===== src/rtl/con_loader.sv =====
// Byte-stream loader that writes assembled little-endian 32-bit words into BLOCKMEM
// over the con_* port. Define CON_LOADER_VERIFY_EN to add a readback-compare pass.
module con_loader #(
  parameter int ADDR_W = 10,
  parameter int CNT_W  = 11
) (
  input  logic              CLK,
  input  logic              nrst,
  input  logic              start,
  input  logic [ADDR_W-1:0] base_addr,
  input  logic [CNT_W-1:0]  word_count,
  input  logic [7:0]        rx_data,
  input  logic              rx_valid,
  output logic              rx_ready,
  output logic [3:0]        con_write,
  output logic [ADDR_W-1:0] con_addr,
  output logic [31:0]       con_in,
  input  logic [31:0]       con_out,
  output logic              busy,
  output logic              done,
  output logic [CNT_W-1:0]  err_cnt,
  output logic [2:0]        dbg_state
);

  localparam logic [2:0] S_IDLE    = 3'd0;
  localparam logic [2:0] S_COLLECT = 3'd1;
  localparam logic [2:0] S_WRITE   = 3'd2;
  localparam logic [2:0] S_VRD     = 3'd3;
  localparam logic [2:0] S_VCMP    = 3'd4;
  localparam logic [2:0] S_FIN     = 3'd5;

  // Byte handshake: a byte moves on a rising edge where rx_valid && rx_ready.
  logic [2:0]        state_q, state_d;
  logic [ADDR_W-1:0] base_q, base_d;
  logic [CNT_W-1:0]  count_q, count_d;
  logic [CNT_W-1:0]  idx_q, idx_d;
  logic [1:0]        bidx_q, bidx_d;
  logic [31:0]       word_q, word_d;
  logic              done_q, done_d;
  logic [CNT_W-1:0]  count_eff;
  logic [ADDR_W-1:0] wr_addr;
  logic              last_word;

`ifdef CON_LOADER_VERIFY_EN
  logic [CNT_W-1:0]  err_q, err_d;
`else
  logic              unused_con_out;
  assign unused_con_out = ^con_out;
`endif

  // A zero count selects the full memory depth.
  assign count_eff = (word_count == '0) ? CNT_W'(2 ** ADDR_W) : word_count;
  assign wr_addr   = base_q + idx_q[ADDR_W-1:0];
  assign last_word = ((idx_q + CNT_W'(1)) == count_q);

  always_comb begin
    state_d = state_q;
    base_d  = base_q;
    count_d = count_q;
    idx_d   = idx_q;
    bidx_d  = bidx_q;
    word_d  = word_q;
    done_d  = done_q;
`ifdef CON_LOADER_VERIFY_EN
    err_d   = err_q;
`endif
    case (state_q)
      S_IDLE: begin
        if (start) begin
          base_d  = base_addr;
          count_d = count_eff;
          idx_d   = '0;
          bidx_d  = '0;
          done_d  = 1'b0;
`ifdef CON_LOADER_VERIFY_EN
          err_d   = '0;
`endif
          state_d = S_COLLECT;
        end
      end
      S_COLLECT: begin
        if (rx_valid) begin
          word_d[{bidx_q, 3'b000} +: 8] = rx_data;
          bidx_d = bidx_q + 2'd1;
          if (bidx_q == 2'd3) state_d = S_WRITE;
        end
      end
      S_WRITE: begin
`ifdef CON_LOADER_VERIFY_EN
        state_d = S_VRD;
`else
        idx_d   = idx_q + CNT_W'(1);
        state_d = last_word ? S_FIN : S_COLLECT;
`endif
      end
`ifdef CON_LOADER_VERIFY_EN
      S_VRD: state_d = S_VCMP;
      S_VCMP: begin
        if ((con_out != word_q) && (err_q != '1)) err_d = err_q + CNT_W'(1);
        idx_d   = idx_q + CNT_W'(1);
        state_d = last_word ? S_FIN : S_COLLECT;
      end
`endif
      S_FIN: begin
        done_d  = 1'b1;
        state_d = S_IDLE;
      end
      default: state_d = S_IDLE;
    endcase
  end

  always_ff @(posedge CLK or negedge nrst) begin
    if (!nrst) begin
      state_q <= S_IDLE;
      base_q  <= '0;
      count_q <= '0;
      idx_q   <= '0;
      bidx_q  <= '0;
      word_q  <= '0;
      done_q  <= 1'b0;
`ifdef CON_LOADER_VERIFY_EN
      err_q   <= '0;
`endif
    end else begin
      state_q <= state_d;
      base_q  <= base_d;
      count_q <= count_d;
      idx_q   <= idx_d;
      bidx_q  <= bidx_d;
      word_q  <= word_d;
      done_q  <= done_d;
`ifdef CON_LOADER_VERIFY_EN
      err_q   <= err_d;
`endif
    end
  end

  // Outputs decode from registered state so reset forces them low at once.
  always_comb begin
    rx_ready  = (state_q == S_COLLECT);
    con_write = (state_q == S_WRITE) ? 4'hF : 4'h0;
    con_in    = (state_q == S_WRITE) ? word_q : 32'h0;
    con_addr  = '0;
    if ((state_q == S_WRITE) || (state_q == S_VRD) || (state_q == S_VCMP)) con_addr = wr_addr;
  end

  assign busy      = (state_q != S_IDLE);
  assign done      = done_q;
  assign dbg_state = state_q;
`ifdef CON_LOADER_VERIFY_EN
  assign err_cnt   = err_q;
`else
  assign err_cnt   = '0;
`endif

endmodule


===== config.mk =====
export PLATFORM = sky130hd
export DESIGN_NAME = con_loader
export DESIGN_NICKNAME = d
export VERILOG_FILES = /design/src/rtl/con_loader.sv
export SDC_FILE = /design/constraint.sdc
export NUM_CORES = 1
export LEC_CHECK = 0
export BUFFER_PORTS_ARGS = -buffer_cell sky130_fd_sc_hd__buf_2
export CELL_PAD_IN_SITES_DETAIL_PLACEMENT = 1
export CELL_PAD_IN_SITES_GLOBAL_PLACEMENT = 1
export CORE_MARGIN = 8
export CORE_UTILIZATION = 41
export CTS_CLUSTER_SIZE = 25
export DETAILED_ROUTE_END_ITERATION = 8
export GPL_TIMING_DRIVEN = 0
export HOLD_SLACK_MARGIN = 0.03
export PLACE_DENSITY_LB_ADDON = 0.08
export SYNTH_ARGS = -nofsm -noshare
export SYNTH_HDL_FRONTEND = slang
export SYNTH_SLANG_ARGS = --single-unit

===== constraint.sdc =====
create_clock -name CLK -period 3.7 [get_ports CLK]
set_input_delay 0.185 -clock CLK [delete_from_list [all_inputs] [get_ports CLK]]
set_output_delay 0.185 -clock CLK [all_outputs]
set_load 0.02 [all_outputs]

==> results.json, run 1 <==
{
  "status": "completed",
  "tightest_slew_ps": 970,
  "ys_types": 55,
  "crit_fanout": 8,
  "port_buffers": 84,
  "dp_hpwl_um": 8730,
  "setup_viol": 0,
  "final_nets": 630,
  "synth-edff-count": 0,
  "rows": 36,
  "root_buffer": "clkbuf_8",
  "maxCapViolCount": 0,
  "place_congestion": 0.819,
  "rsz0062_at_grt": "false",
  "synth_flop_cell": "dfrtp_1",
  "crit_type": "register to primary output",
  "slowest_delay_ps": 500,
  "grt_first_pass_wirelength_um": 19100,
  "slowest_stage": "dfrtp_1",
  "total_power_mw": 3.02,
  "final_antenna_net_count": 0,
  "drtIter0Drc": 76,
  "cts-resized-gates": 0,
  "synth.yosys.seq_area_share": 0.433,
  "slew_viol_final": 0,
  "antenna_found_initial": 1,
  "start_kind": "register",
  "power_frac_clock": 0.216,
  "clockBufferDepth": 2,
  "slew_headroom": 0.352,
  "period_minus_slack_ps": 2810,
  "intPower_mw": 1.85,
  "min_path_type": "input pin to register",
  "coreArea_mm2": 0.00968,
  "antenna_cells": 0,
  "yosys_register_bits": 70,
  "routed_wl_um": 11400,
  "hold_violations": 0,
  "yosys.area.top_type": "dfrtp_1",
  "grt_pass1_vias": 3706,
  "tns_ps": 0,
  "async_flop_share": 1.00,
  "power_frac_seq": 0.404,
  "insertion_delay_ps": 350,
  "fmax_ghz": 0.355,
  "die_height_um": 115,
  "post-route-period-util": 0.761,
  "route.detailed.drc": 0,
  "finalClockSkew_ps": 9.81,
  "powerDensity_mw_per_mm2": 613,
  "nFillCells": 1175,
  "area_growth_pct": 21.6,
  "p_sw_frac": 0.387,
  "netlist.area_leader.share": 0.433,
  "cts_tree": "built",
  "dieWidth_um": 115,
  "synth.area.top_cells": "dfrtp_1, nand2_1, o21ai_0",
  "p_sw_mw": 1.17,
  "grt_usage": 0.185,
  "initial_utilization": 0.418,
  "synth-warning-count": 0,
  "pwr-share-comb": 0.380,
  "cp.required_ps": 3510,
  "numCtsBuffers": 9,
  "gr-total-overflow": 0,
  "cp_cell_sequence": "ha_1 -> inv_1 -> fa_1 -> nor2b_1 -> o21ai_0 -> a21oi_1 -> o31ai_1 -> mux2i_1 -> buf_2",
  "num_vias": 3435,
  "design.die.area_mm2": 0.0133,
  "clk_pin_slew_worst_paths_ps": 80,
  "drive_above_1_share": 0.255,
  "synthesis.instances": 441,
  "crit_path_end_kind": "primary output",
  "first_pass_iters": 4,
  "arrival_ps": 2630,
  "grt_max_degree": 46,
  "htreeDepth": 3,
  "power.leakage_nw": 2.41,
  "peakVddDrop_v": 0.000297,
  "syn_avg_cell_area_um2": 9.18,
  "wl_per_cell_um": 16.7,
  "cts.sinks": 70,
  "vias_per_cell": 5.00,
  "syn_area_mm2": 0.00405,
  "ioPinCount": 128
}
==> per-stage QoR <==
step	setup slack, ps	cell area, um^2	instances	utilization	hold WS (ps)
after floorplan	1450	4090	451	-	-111
after global placement	1310	4670	668	0.483	403
after detailed placement	1270	4700	669	0.486	136
after CTS	866	4920	687	0.509	31.9
after global routing	685	4920	687	0.509	31.9
final	886	4920	687	0.509	46.8
==> sequential cells by signal (all words and copies together) (netlist names) <==
name       cells
dbg_state      3
bidx_q         2
count_q       11
word_q        32
idx_q         11
done           1
base_q        10
==> layout make-up <==
| type | instances | area [um^2] | share of cell area |
|---|---|---|---|
| inverters | 12 | 46.3 | 0.00940 |
| well taps | 133 | 166 | 0.0338 |
| multi-input cells | 340 | 2110 | 0.429 |
| clock buffers | 13 | 159 | 0.0323 |
| plain buffers | 29 | 175 | 0.0356 |
| clock inverters | 3 | 42.5 | 0.00864 |
| flip-flops and latches | 70 | 1750 | 0.356 |
| repair buffers | 87 | 470 | 0.0955 |
==> power groups by stage <==
stage                     clock network (mW)  logic (mW)  registers (mW)
after global placement                     0        1.12            1.22
after detailed placement                   0        1.16            1.24
after CTS                              0.671        1.17            1.22
final                                  0.652        1.15            1.22
after floorplan                            0       0.865            1.17
after global routing                   0.699        1.31            1.25
==> cell usage after synthesis (8+ instances only) <==
library cell,number
nand2_1,89
o21ai_0,47
ha_1,15
dfrtp_1,70
a21oi_1,12
buf_4,15
xor2_1,9
xnor2_1,11
buf_2,8
mux2_1,14
and2_1,36
nor2_1,18
inv_1,11
==> worst max-delay path, delay by kind of cell, from the launching register on <==
family,cells,cell delay (ps)
muxes,1,200
adders and majority gates,2,600
buffers and inverters,2,250
and+or+nand+nor,1,180
DFF,1,500
AOI/OAI and AO/OA,3,540
==> repair_timing <==
item | 4_1_cts | 5_1_grt
buffers inserted | 0 | 0
endpoints found under the hold margin | 26 | 0
hold buffers | 2 | 0
==> final timing paths <==
check                                  startpoint                       end  slack, ps  cells past startpoint
setup / recovery             idx_q[0]$_DFFE_PN0P_               con_addr[8]        890                      9
hold / removal                       base_addr[5]     base_q[5]$_DFFE_PN0P_         50                      2
setup reg to reg             idx_q[0]$_DFFE_PN0P_  dbg_state[2]$_DFFE_PN0P_       1510                      6
hold reg to reg            word_q[26]$_DFFE_PN0P_    word_q[26]$_DFFE_PN0P_        480                      2
max in group asynchronous                    nrst      idx_q[9]$_DFFE_PN0P_       2860                      3
min in group asynchronous                    nrst     base_q[5]$_DFFE_PN0P_        290                      2
==> metal layers <==
layer  part of all wire  track usage  up-vias  wire [um]
met2               0.51        0.329       57       5890
met1               0.43        0.212     1676       4920
met4              0.015       0.0657        2        168
met5             0.0012            0        -         14
met3              0.040       0.0420       13        457
li1                   -            -     1687          -
==> placed cells by master, fill, tap and decap left out, types with 4 or more instances in the layout <==
cell type	instances
o31ai_1	5
and2_1	36
nand2b_1	4
nor2_1	18
xor2_1	9
o21ai_0	47
inv_1	11
conb_1	11
buf_2	91
ha_1	15
nor3_1	5
clkbuf_1	8
nand3_1	5
mux2_1	14
buf_4	16
clkbuf_8	11
dfrtp_1	70
mux2_2	6
xnor2_1	11
nand2_1	89
or3_1	5
nor3b_1	4
a21oi_1	12
==> cell families after synthesis <==
family | after synthesis | share of synthesized area
AO/OA/AOI/OAI | 86 | 0.125
XOR/XNOR | 20 | 0.0433
adder cells (fa/ha/maj) | 16 | 0.0513
AND/OR/NAND/NOR | 186 | 0.234
multiplexers | 21 | 0.0581
flip-flops | 70 | 0.433
buffers and inverters | 41 | 0.0547
other | 1 | 0.000926
Note: power is estimated with default switching activity, not from simulation.
==> run 2: changes to the inputs <==
--- a/config.mk
+++ b/config.mk
@@ -9,7 +9,7 @@
 export CELL_PAD_IN_SITES_DETAIL_PLACEMENT = 1
 export CELL_PAD_IN_SITES_GLOBAL_PLACEMENT = 1
 export CORE_MARGIN = 8
-export CORE_UTILIZATION = 41
+export CORE_UTILIZATION = 38
 export CTS_CLUSTER_SIZE = 25
 export DETAILED_ROUTE_END_ITERATION = 8
 export GPL_TIMING_DRIVEN = 0
==> constraint.sdc (replaced) <==
create_clock -name CLK -period 2.65 [get_ports CLK]
set_input_delay 0.1325 -clock CLK [delete_from_list [all_inputs] [get_ports CLK]]
set_output_delay 0.1325 -clock CLK [all_outputs]
set_load 0.02 [all_outputs]
==> results.json, run 2 (synthesized netlist as in run 1, its figures left out) <==
{
  "clockBufferDepth": 2,
  "power_frac_clock": 0.227,
  "final_antenna_net_count": 0,
  "worst-r2r-cell-count": 5,
  "utilization": 0.504,
  "tightest_slew_ps": 974,
  "powerDensity_mw_per_mm2": 841,
  "cp_num_buf_inv": 2,
  "intPower_mw": 2.70,
  "slowest_stage": "dfrtp_2",
  "route.detailed.drc": 0,
  "dieWidth_um": 119,
  "root_buffer": "clkbuf_8",
  "arrival_ps": 2350,
  "numCtsBuffers": 9,
  "gr-total-overflow": 0,
  "critPathTopFamily": "adder cells",
  "rsz0062_at_grt": "false",
  "power_frac_seq": 0.390,
  "power.leakage_nw": 2.51,
  "cts.sinks": 70,
  "p_sw_frac": 0.384,
  "grt_pass1_vias": 3917,
  "period_minus_slack_ps": 2490,
  "p_sw_mw": 1.68,
  "fmax_ghz": 0.402,
  "post-route-period-util": 0.938,
  "tns_ps": 0,
  "routed_wl_um": 12000,
  "htreeDepth": 3,
  "total_power_mw": 4.38,
  "crit_fanout": 5,
  "grt_max_degree": 47,
  "cp_cell_sequence": "ha_2 -> inv_1 -> fa_1 -> nor2b_2 -> o21ai_1 -> a21oi_2 -> o31ai_2 -> mux2i_1 -> buf_4",
  "critical_path_depth": 9,
  "dp_hpwl_um": 8930,
  "crit_type": "register to primary output",
  "startpoint": "idx_q[0]$_DFFE_PN0P_",
  "first_pass_iters": 4,
  "antenna_cells": 0,
  "regMostFlops": "word_q",
  "port_buffers": 84,
  "drive_above_1_share": 0.269,
  "vias_per_cell": 5.00,
  "pwr-share-comb": 0.384,
  "nFillCells": 1215,
  "rrSetupSlack_ps": 420,
  "largest_reg_flops": 32,
  "crit_path_end_kind": "primary output",
  "ioPinCount": 128,
  "top_regs": "word_q: 32 flops, count_q: 11 flops, idx_q: 11 flops",
  "hp-start": "word_count[10]",
  "die_height_um": 119,
  "min_path_type": "input pin to register",
  "design.die.area_mm2": 0.0142,
  "wl_per_cell_um": 16.9,
  "peakVddDrop_v": 0.000400,
  "area_growth_pct": 28.6,
  "slew_viol_final": 0,
  "endpoint": "con_addr[8]",
  "timing.rr.end": "word_q[13]$_DFFE_PN0P_",
  "layout_common_cells": "buf_2, nand2_1, dfrtp_1",
  "hold_violations": 0,
  "coreArea_mm2": 0.0103,
  "insertion_delay_ps": 360,
  "clk_pin_slew_worst_paths_ps": 80,
  "setup_viol": 0,
  "status": "completed",
  "r2r_start": "bidx_q[0]$_DFFE_PN0P_",
  "antenna_found_initial": 0,
  "finalClockSkew_ps": 10.4,
  "num_vias": 3558,
  "final_common_cell": "buf_2",
  "cp.required_ps": 2520,
  "grt_usage": 0.175,
  "cts_tree": "built",
  "drtIter0Drc": 125,
  "place_congestion": 0.801,
  "final_nets": 652,
  "slew_headroom": 0.349,
  "start_kind": "register",
  "rows": 37,
  "initial_utilization": 0.392,
  "grt_first_pass_wirelength_um": 20100,
  "slowest_delay_ps": 410,
  "maxCapViolCount": 0
}
[run 2: cell types whose count changed in the layout (fill, tap and decap cells not counted), moves of 2 or more]
cell           previous run  this run
buf_4                    16        20
ha_1                     15        13
a21oi_2                   0         2
dlygate4sd3_1             2        21
a21oi_1                  12        10
clkbuf_1                  8         6
[run 2: metrics by stage]
stage          cell area (um^2)  std cells  setup slack (ps)  hold slack (ps)
6_report                   5210        712               164             64.3
2_1_floorplan              4090        451               455             -163
5_1_grt                    5210        712              1.47             65.9
3_3_place_gp               4680        671               312              349
4_1_cts                    5150        709              42.6             46.2
3_5_place_dp               4710        672               263             76.5
[run 2: area by class of cell]
class                   count  area (um^2)  share of cell area
plain buffers              29          175              0.0336
clock buffers              10          138              0.0264
clock inverters             6         85.1              0.0163
inverters                  12         46.3             0.00889
multi-input cells         340         2150               0.414
flip-flops and latches     70         1750               0.337
well taps                 136          170              0.0327
repair buffers            109          686               0.132
[run 2: repair_timing]
item	in CTS	in global routing
gates cloned	0	0
setup endpoints to repair	3	4
pin swaps	1	1
resized for setup	4	7
hold buffers	21	0
endpoints found under the hold margin	44	0
buffers inserted	0	3
[run 2: worst min path at each step]
stage | end | cells past startpoint
6_report | count_q[10]$_DFFE_PN0P_ | 3
4_1_cts | word_q[4]$_DFFE_PN0P_ | 3
3_5_place_dp | base_q[5]$_DFFE_PN0P_ | 1
2_1_floorplan | base_q[0]$_DFFE_PN0P_ | 0
5_1_grt | word_q[1]$_DFFE_PN0P_ | 3
3_3_place_gp | base_q[1]$_DFFE_PN0P_ | 3
[run 2: worst reg2reg max path: cells and delay by family, from the launching register on]
| family | cells | cell delay, ps |
|---|---|---|
| AOI/OAI and AO/OA | 1 | 190 |
| adders and majority gates | 1 | 380 |
| buffers and inverters | 1 | 150 |
| DFF | 1 | 480 |
| and+or+nand+nor | 2 | 950 |
[run 2: per-layer routing]
metal / up-vias / track usage / wire, um
li1: 1725 / - / -
met1: 1763 / 0.192 / 5000
met2: 57 / 0.323 / 6470
met3: 13 / 0.0425 / 418
met4: 0 / 0.0553 / 155
met5: - / 0 / 0
[run 2: power by group through the flow]
stage	logic [mW]	registers (mW)	clock network, mW
after floorplan	1.21	1.64	0
after CTS	1.67	1.71	1.02
after detailed placement	1.62	1.73	0
final	1.68	1.71	0.992
after global placement	1.56	1.71	0
after global routing	1.90	1.76	1.06
